**config.mk**
```make
export PLATFORM = sky130hd
export DESIGN_NAME = inst_fetch
export DESIGN_NICKNAME = d
export VERILOG_FILES = /design/src/rtl/inst_fetch.sv
export SDC_FILE = /design/constraint.sdc
export NUM_CORES = 1
export LEC_CHECK = 0
export CAP_MARGIN = 20
export CORE_MARGIN = 1
export CORE_UTILIZATION = 62
export DETAILED_ROUTE_END_ITERATION = 16
export DONT_BUFFER_PORTS = 1
export PLACE_DENSITY = 0.78
export RECOVER_POWER = 25
export SYNTH_ARGS = -nofsm -noshare
export SYNTH_HDL_FRONTEND = slang
export SYNTH_SLANG_ARGS = --single-unit
export TNS_END_PERCENT = 1
```
**constraint.sdc**
```tcl
create_clock -name clk -period 4.6 [get_ports clk]
set_input_delay 0.69 -clock clk [delete_from_list [all_inputs] [get_ports clk]]
set_output_delay 0.69 -clock clk [all_outputs]
set_load 0.1 [all_outputs]
```
**src/rtl/inst_fetch.sv**
```systemverilog
// inst_fetch: IF stage of the 5-stage MIPS pipeline.
// Owns the PC, fetches words over a req/ack instruction bus, buffers a
// returned word across IF stalls, and applies branch redirects (after the
// delay slot) and exception flushes.
// Optional build macro: IF_ADDR_ERR_EN (adds if_addr_err, misaligned-PC trap).
`timescale 1ns/1ps

module inst_fetch #(
  parameter logic [31:0] RESET_ADDR = 32'hBFC0_0000,
  parameter logic [31:0] ZERO_INST  = 32'h0000_0000
) (
  input  logic        clk,
  input  logic        rst,
  input  logic [5:0]  stall,
  input  logic        flush,
  input  logic [31:0] flush_pc,
  input  logic        branch_flag,
  input  logic [31:0] branch_target_addr,
  output logic        ibus_req,
  output logic [31:0] ibus_addr,
  input  logic        ibus_ack,
  input  logic [31:0] ibus_rdata,
  output logic [31:0] if_pc,
  output logic [31:0] if_inst,
`ifdef IF_ADDR_ERR_EN
  output logic        if_addr_err,
`endif
  output logic        stallreq_if
);

  localparam int unsigned XLEN = 32;

  typedef enum logic [1:0] {
    S_REQ  = 2'd0,
    S_HOLD = 2'd1,
    S_DROP = 2'd2
  } state_e;

  state_e            state_q, state_d;
  logic [XLEN-1:0]   pc_q, pc_d;
  logic [XLEN-1:0]   inst_buf_q, inst_buf_d;
  logic [XLEN-1:0]   br_target_q, br_target_d;
  logic [XLEN-1:0]   drop_addr_q, drop_addr_d;
  logic              br_pending_q, br_pending_d;

  logic              addr_err;
  logic              br_take;
  logic              advance;
  logic [XLEN-1:0]   npc;

  // Stall bits owned by other stages are not used here.
  logic unused_stall;
  assign unused_stall = ^{stall[5:3], stall[0]};

  // Next-state, next-PC and bus/IF outputs.
  always_comb begin
    state_d      = state_q;
    pc_d         = pc_q;
    inst_buf_d   = inst_buf_q;
    br_target_d  = br_target_q;
    drop_addr_d  = drop_addr_q;
    br_pending_d = br_pending_q;
    ibus_req     = 1'b0;
`ifdef IF_ADDR_ERR_EN
    ibus_addr    = pc_q;
    addr_err     = (state_q == S_REQ) && (pc_q[1:0] != 2'b00);
`else
    ibus_addr    = {pc_q[XLEN-1:2], 2'b00};
    addr_err     = 1'b0;
`endif
    if_pc        = pc_q;
    if_inst      = ZERO_INST;
    stallreq_if  = 1'b0;
    advance      = 1'b0;

    br_take = branch_flag && !stall[2] && !flush;
    if (br_take)           npc = branch_target_addr;
    else if (br_pending_q) npc = br_target_q;
    else                   npc = pc_q + XLEN'(4);

    case (state_q)
      S_REQ: begin
        if (!addr_err) begin
          ibus_req = 1'b1;
          if (ibus_ack) begin
            if_inst = ibus_rdata;
            if (!stall[1]) begin
              advance = 1'b1;
            end else begin
              inst_buf_d = ibus_rdata;
              state_d    = S_HOLD;
            end
          end else begin
            stallreq_if = 1'b1;
          end
        end
      end
      S_HOLD: begin
        if_inst = inst_buf_q;
        if (!stall[1]) begin
          advance = 1'b1;
          state_d = S_REQ;
        end
      end
      S_DROP: begin
        ibus_req    = 1'b1;
        ibus_addr   = drop_addr_q;
        stallreq_if = 1'b1;
        if (ibus_ack) state_d = S_REQ;
      end
      default: state_d = S_REQ;
    endcase

    // A captured branch either redirects the advancing PC or waits as pending.
    if (advance) begin
      pc_d         = npc;
      br_pending_d = 1'b0;
    end else if (br_take) begin
      br_pending_d = 1'b1;
      br_target_d  = branch_target_addr;
    end

    // Flush overrides everything; an unacked request must keep its address.
    if (flush) begin
      pc_d         = flush_pc;
      br_pending_d = 1'b0;
      if_inst      = ZERO_INST;
      if (state_q == S_REQ && !addr_err && !ibus_ack) begin
        state_d     = S_DROP;
        drop_addr_d = ibus_addr;
      end else if (state_q != S_DROP) begin
        state_d = S_REQ;
      end
    end

    if (rst) begin
      ibus_req    = 1'b0;
      stallreq_if = 1'b0;
      if_inst     = ZERO_INST;
      if_pc       = RESET_ADDR;
      addr_err    = 1'b0;
    end
  end

`ifdef IF_ADDR_ERR_EN
  assign if_addr_err = addr_err;
`endif

  // State and datapath registers with synchronous reset.
  always_ff @(posedge clk) begin
    if (rst) begin
      state_q      <= S_REQ;
      pc_q         <= RESET_ADDR;
      inst_buf_q   <= '0;
      br_target_q  <= '0;
      drop_addr_q  <= RESET_ADDR;
      br_pending_q <= 1'b0;
    end else begin
      state_q      <= state_d;
      pc_q         <= pc_d;
      inst_buf_q   <= inst_buf_d;
      br_target_q  <= br_target_d;
      drop_addr_q  <= drop_addr_d;
      br_pending_q <= br_pending_d;
    end
  end

endmodule

```
======== After elaboration in Yosys (flattened, before gate mapping) ========
Index checks and enable logic that the tools add are counted.
word-level totals
  word-level logic and storage cells ...... 50
  output and inout port bits .............. 98
  input bits .............................. 107
  register bits after elaboration ......... 131
operators by class
  reduce and logical (&&, ||, !) cells .... 13
  bitwise operators ....................... 1
  multiplexer cells ....................... 26
  eq/ne operators ......................... 3
  $add $sub $neg .......................... 1
operator list
  cell                                                  count
  two-way mux 32 bit                                    9
  one-hot mux 32 bit (2 select lines)                   1
  adder 32 x 3 -> 32 bit (second input constant)        1
  two-way mux 2 bit                                     7
  two-way mux 1 bit                                     6
  one-hot mux 2 bit (3 select lines)                    1
  one-hot mux 1 bit (2 select lines)                    2
  AND reduction 2 bit                                   2
  logical AND 1 bit                                     3
  logical NOT 1 bit                                     3
  AND reduction 3 bit                                   1
  OR reduction 3 bit                                    1
  equality test 2 x 1 -> 1 bit (second input constant)  1
  equality test 2 bit (second input constant)           1
  logical NOT 2 bit                                     1
  != test 2 bit (second input constant)                 1
  nonzero test 2 bit                                    1
  OR reduction 2 bit                                    1
  inverter 1 bit                                        1

======== Depth between registers and ports, before layout ========
  depth after elaboration ................. 6
  mapped depth ............................ 8
  gate-level depth less buffers ........... 6

======== Least setup slack after synthesis ========
Ideal clock, no wire load.
  path type ............................... input to output
  start point ............................. input rst
  end point ............................... output stallreq_if
  cell stages on the path ................. 4
  path slack .............................. -711 ps
  arrival ................................. 4,621 ps
  data required time ...................... 3,910 ps
  path buffers ............................ 2
  path through ............................ clkbuf_1 > clkbuf_1 > nor2_1 > a21boi_0
on the way
  word-level cells in the longest chain between the ends .. 1
ends and longest elaborated chain
  item               line  RTL
  start, declared    13    input logic rst,
  two-way mux 1 bit  136   if (rst) begin
  end, declared      28    output logic stallreq_if
Every way passes these cells.

======== Worst setup path after layout ========
  start point ............................. register state_q[0]
  end point ............................... register br_target_q[1]
on the way
  word-level cells in the longest chain between the ends .. 4
  elaborated cells between the ends (all ways) .. 5
  classes of those cells .................. eq/ne (1); mux (1); bitwise (1); reduce/logical (2)
ends and longest elaborated chain
  item                                                                      line  RTL
  start, declared                                                           39    state_e state_q, state_d;
  start signal, assigned                                                    159   state_q <= state_d;
  equality test 2 x 1 -> 1 bit / logical NOT 2 bit (equally long branches)  81    case (state_q)
  one-hot mux 1 bit (2 select lines) (*)                                    81
  inverter 1 bit (no source line) (*)                                       n/a
  AND reduction 2 bit (no source line) (*)                                  n/a
  end signal, assigned                                                      162   br_target_q <= br_target_d;
  end, declared                                                             42    logic [XLEN-1:0] br_target_q, br_target_d;
Mark *: on every way between the ends. The rest lies on a longest branch, timed or not.
A chain may end at the register's enable or synchronous reset.

==> reports/metrics.cfg <==
[cts]
hold_buffers=0
cts_made_buffers=17
root_buffer=clkbuf_16
htree_levels=4
cts_post_setup_buffers_inserted=0
cts_tree=yes
clk_pin_slew_ns=0.06
ctsResizeCount=0
worstSkewPairLatency_ns=0.42
cts_max_path_buffers=2
cts.sink_count=131

[synth]
synth_area_um2=7050
synth.net_count=1058
synth.top_cells.by_count=nand2_1, dfxtp_1, a21oi_1
synthDistinctLibCells=62
post_synth_mux_area_share_pct=6.57
synth_top_family_by_area=simple AND/OR/NAND/NOR gates
synth_xor_area_share_pct=2.49
synth_seq_cells=131
ys_seq_area_share_pct=37.2
yosysMostFrequentCell=nand2_1
yosys_warnings=0
synth_top_cell_by_area=dfxtp_1
ys.flop_type=dfxtp_1
synthAdderAreaFrac_pct=0.178
synthArstFlopShare_pct=0
synth_edf_count=0
yosys.area.top_type_share_pct=37.2
synth_cells=950
avgSynthCellArea_um2=7.42
synth_compound_area_share_pct=21.9
synthTopCellsByArea=dfxtp_1, nand2_1, a21oi_1
synth-simple-area-share_pct=26.1

[place]
gp_congestion=0.864
place_inst=1046
dp_hpwl_mm=14.4
placed_area_um2=7430
io_buffer_count=0

[die]
die_h_um=109
dieArea_um2=11800
die_w_um=109
placementRows=38
io_pins=205
start_util_pct=64.5
coreArea_um2=10900

[sta]
hold_viol=0
timing.final.crit_share_pct=79.9
fin_hold_ws_ns=0.341
setup_viol=0
tightest_slew_ns=1.84
fmax_mhz=272
period_needed_ns=3.68
relSlewSlack_pct=-22.7
grt_setup_unrepaired=no
finClkSkew_ns=0.00429
final_max_slew_viol_count=89
finalSetupTns_ns=0

[critical_path]
crit_chain=nor2_1 -> nor3_2 -> clkbuf_1 -> nor3_1 -> buf_4 -> nand2_1 -> a21oi_1
start_kind=flop
worstPathArrival_ns=4.03
path_buf_inv=2
crit_slowest_cell=nor3_1
cp_top_family=simple AND/OR/NAND/NOR gates
end_kind=flop
crit_type=flop to flop
worstPathRequired_ns=4.95
cp_max_fo=31
slowest_delay_ns=1.52
r2r_setup_slack_ns=0.92

[power]
ir_worst_vdd_uv=271
p_per_area_nw_per_um2=416
p_leak_nw=2.86

[drt]
antenna_left=0
drtPass1Iterations=6
drc=0
drtIter0Drc=776
finalWirelength_mm=21.6
vias=7111
viasPerCell=6.58
routedWlPerCell_um=19.9

[layout]
postLayoutCellArea_um2=8100
final_nets=1036
area_growth_pct=14.9
antenna_cells=0
fin_cells=1081
drive_gt1_share_pct=17.6

[global_routing]
grtUsageTotal_pct=36.3
grt_max_degree=143
grt_pass1_wl_mm=33.1
antenna_found_initial=0
grt_overflow=0
grt_pass1_vias=6649

[hold_path]
hold_class=primary input to flop

[flow_run]
drv_cap=11

[outcome]
violations=max-capacitance violations, max-slew violations
status=complete, but fails checks

[cells by family (layout without fill, tap and decap cells)]
family / count (synthesis) / in the layout
compound gates: 247 / 247
xor+xnor: 20 / 20
fa+ha+maj: 1 / 1
buf+inv: 100 / 91
flops: 131 / 131
mux: 43 / 43
simple gates: 408 / 408
[worst paths after layout]
| check | to | cells past startpoint | startpoint |
|---|---|---|---|
| setup / recovery | br_target_q[1] | 7 | state_q[0] |
| hold / removal | drop_addr_q[20] | 1 | rst |
| setup reg to reg | br_target_q[1] | 7 | state_q[0] |
| hold reg to reg | drop_addr_q[20] | 2 | drop_addr_q[20] |
[metal layers]
layer	global-route usage [%]	vias to the layer above	routed length [um]
met3	9.44	78	2060
li1	-	3281	-
met5	0	-	0
met1	41.9	3359	8000
met2	60.3	393	10500
met4	22.2	0	1020
[sequential cells by signal (all words and copies together) (netlist names)]
register and count:
br_pending_q 1, br_target_q 32, drop_addr_q 32, inst_buf_q 32
pc_q 32, state_q 2
[placed cells by master, fill, tap and decap left out, types with 5 or more instances in the layout]
cell type,Yosys,routed
a211oi_1,6,6
xor2_1,7,7
nor2_2,0,35
clkbuf_16,0,19
o21ai_0,14,11
nor2b_2,0,20
or2_0,0,8
buf_4,0,39
nor2_1,62,26
a21oi_1,121,121
xnor2_1,13,13
nor4_1,6,6
o211ai_1,20,20
a221oi_1,5,5
and3_1,13,13
nand2_1,222,222
a31oi_1,8,8
mux2_1,7,7
inv_1,9,10
o31a_1,6,6
mux2_2,19,19
nand3_1,34,34
dfxtp_1,131,131
nor3_1,13,10
clkinv_2,0,7
mux2i_1,17,17
a22oi_1,30,30
nand4_1,7,7
[power by group]
part,leakage (nW),internal (mW),total (mW),switching (mW)
clock network,0.322,0.957,1.45,0.497
registers,1.07,1.19,1.25,0.0649
logic,1.47,0.139,0.662,0.523
total,2.86,2.28,3.37,1.08
[stage by stage]
step	utilization [%]	power [mW]	worst slack (ns)
2_1_floorplan	-	1.84	0.487
3_3_place_gp	68.0	1.92	1.62
3_5_place_dp	68.0	1.93	1.55
4_1_cts	73.8	3.36	1.10
5_1_grt	74.1	3.46	0.724
6_report	74.1	3.37	0.923
[final cells by class]
| cell class | instances | area (um^2) |
|---|---|---|
| clock inverters | 11 | 155 |
| well taps | 140 | 175 |
| clock buffers | 21 | 480 |
| repair buffers | 47 | 412 |
| inverters | 12 | 45.0 |
| multi-input cells | 719 | 4210 |
| fillers | 871 | 2830 |
| flip-flops and latches | 131 | 2620 |
(Power assumes the default switching activity.)
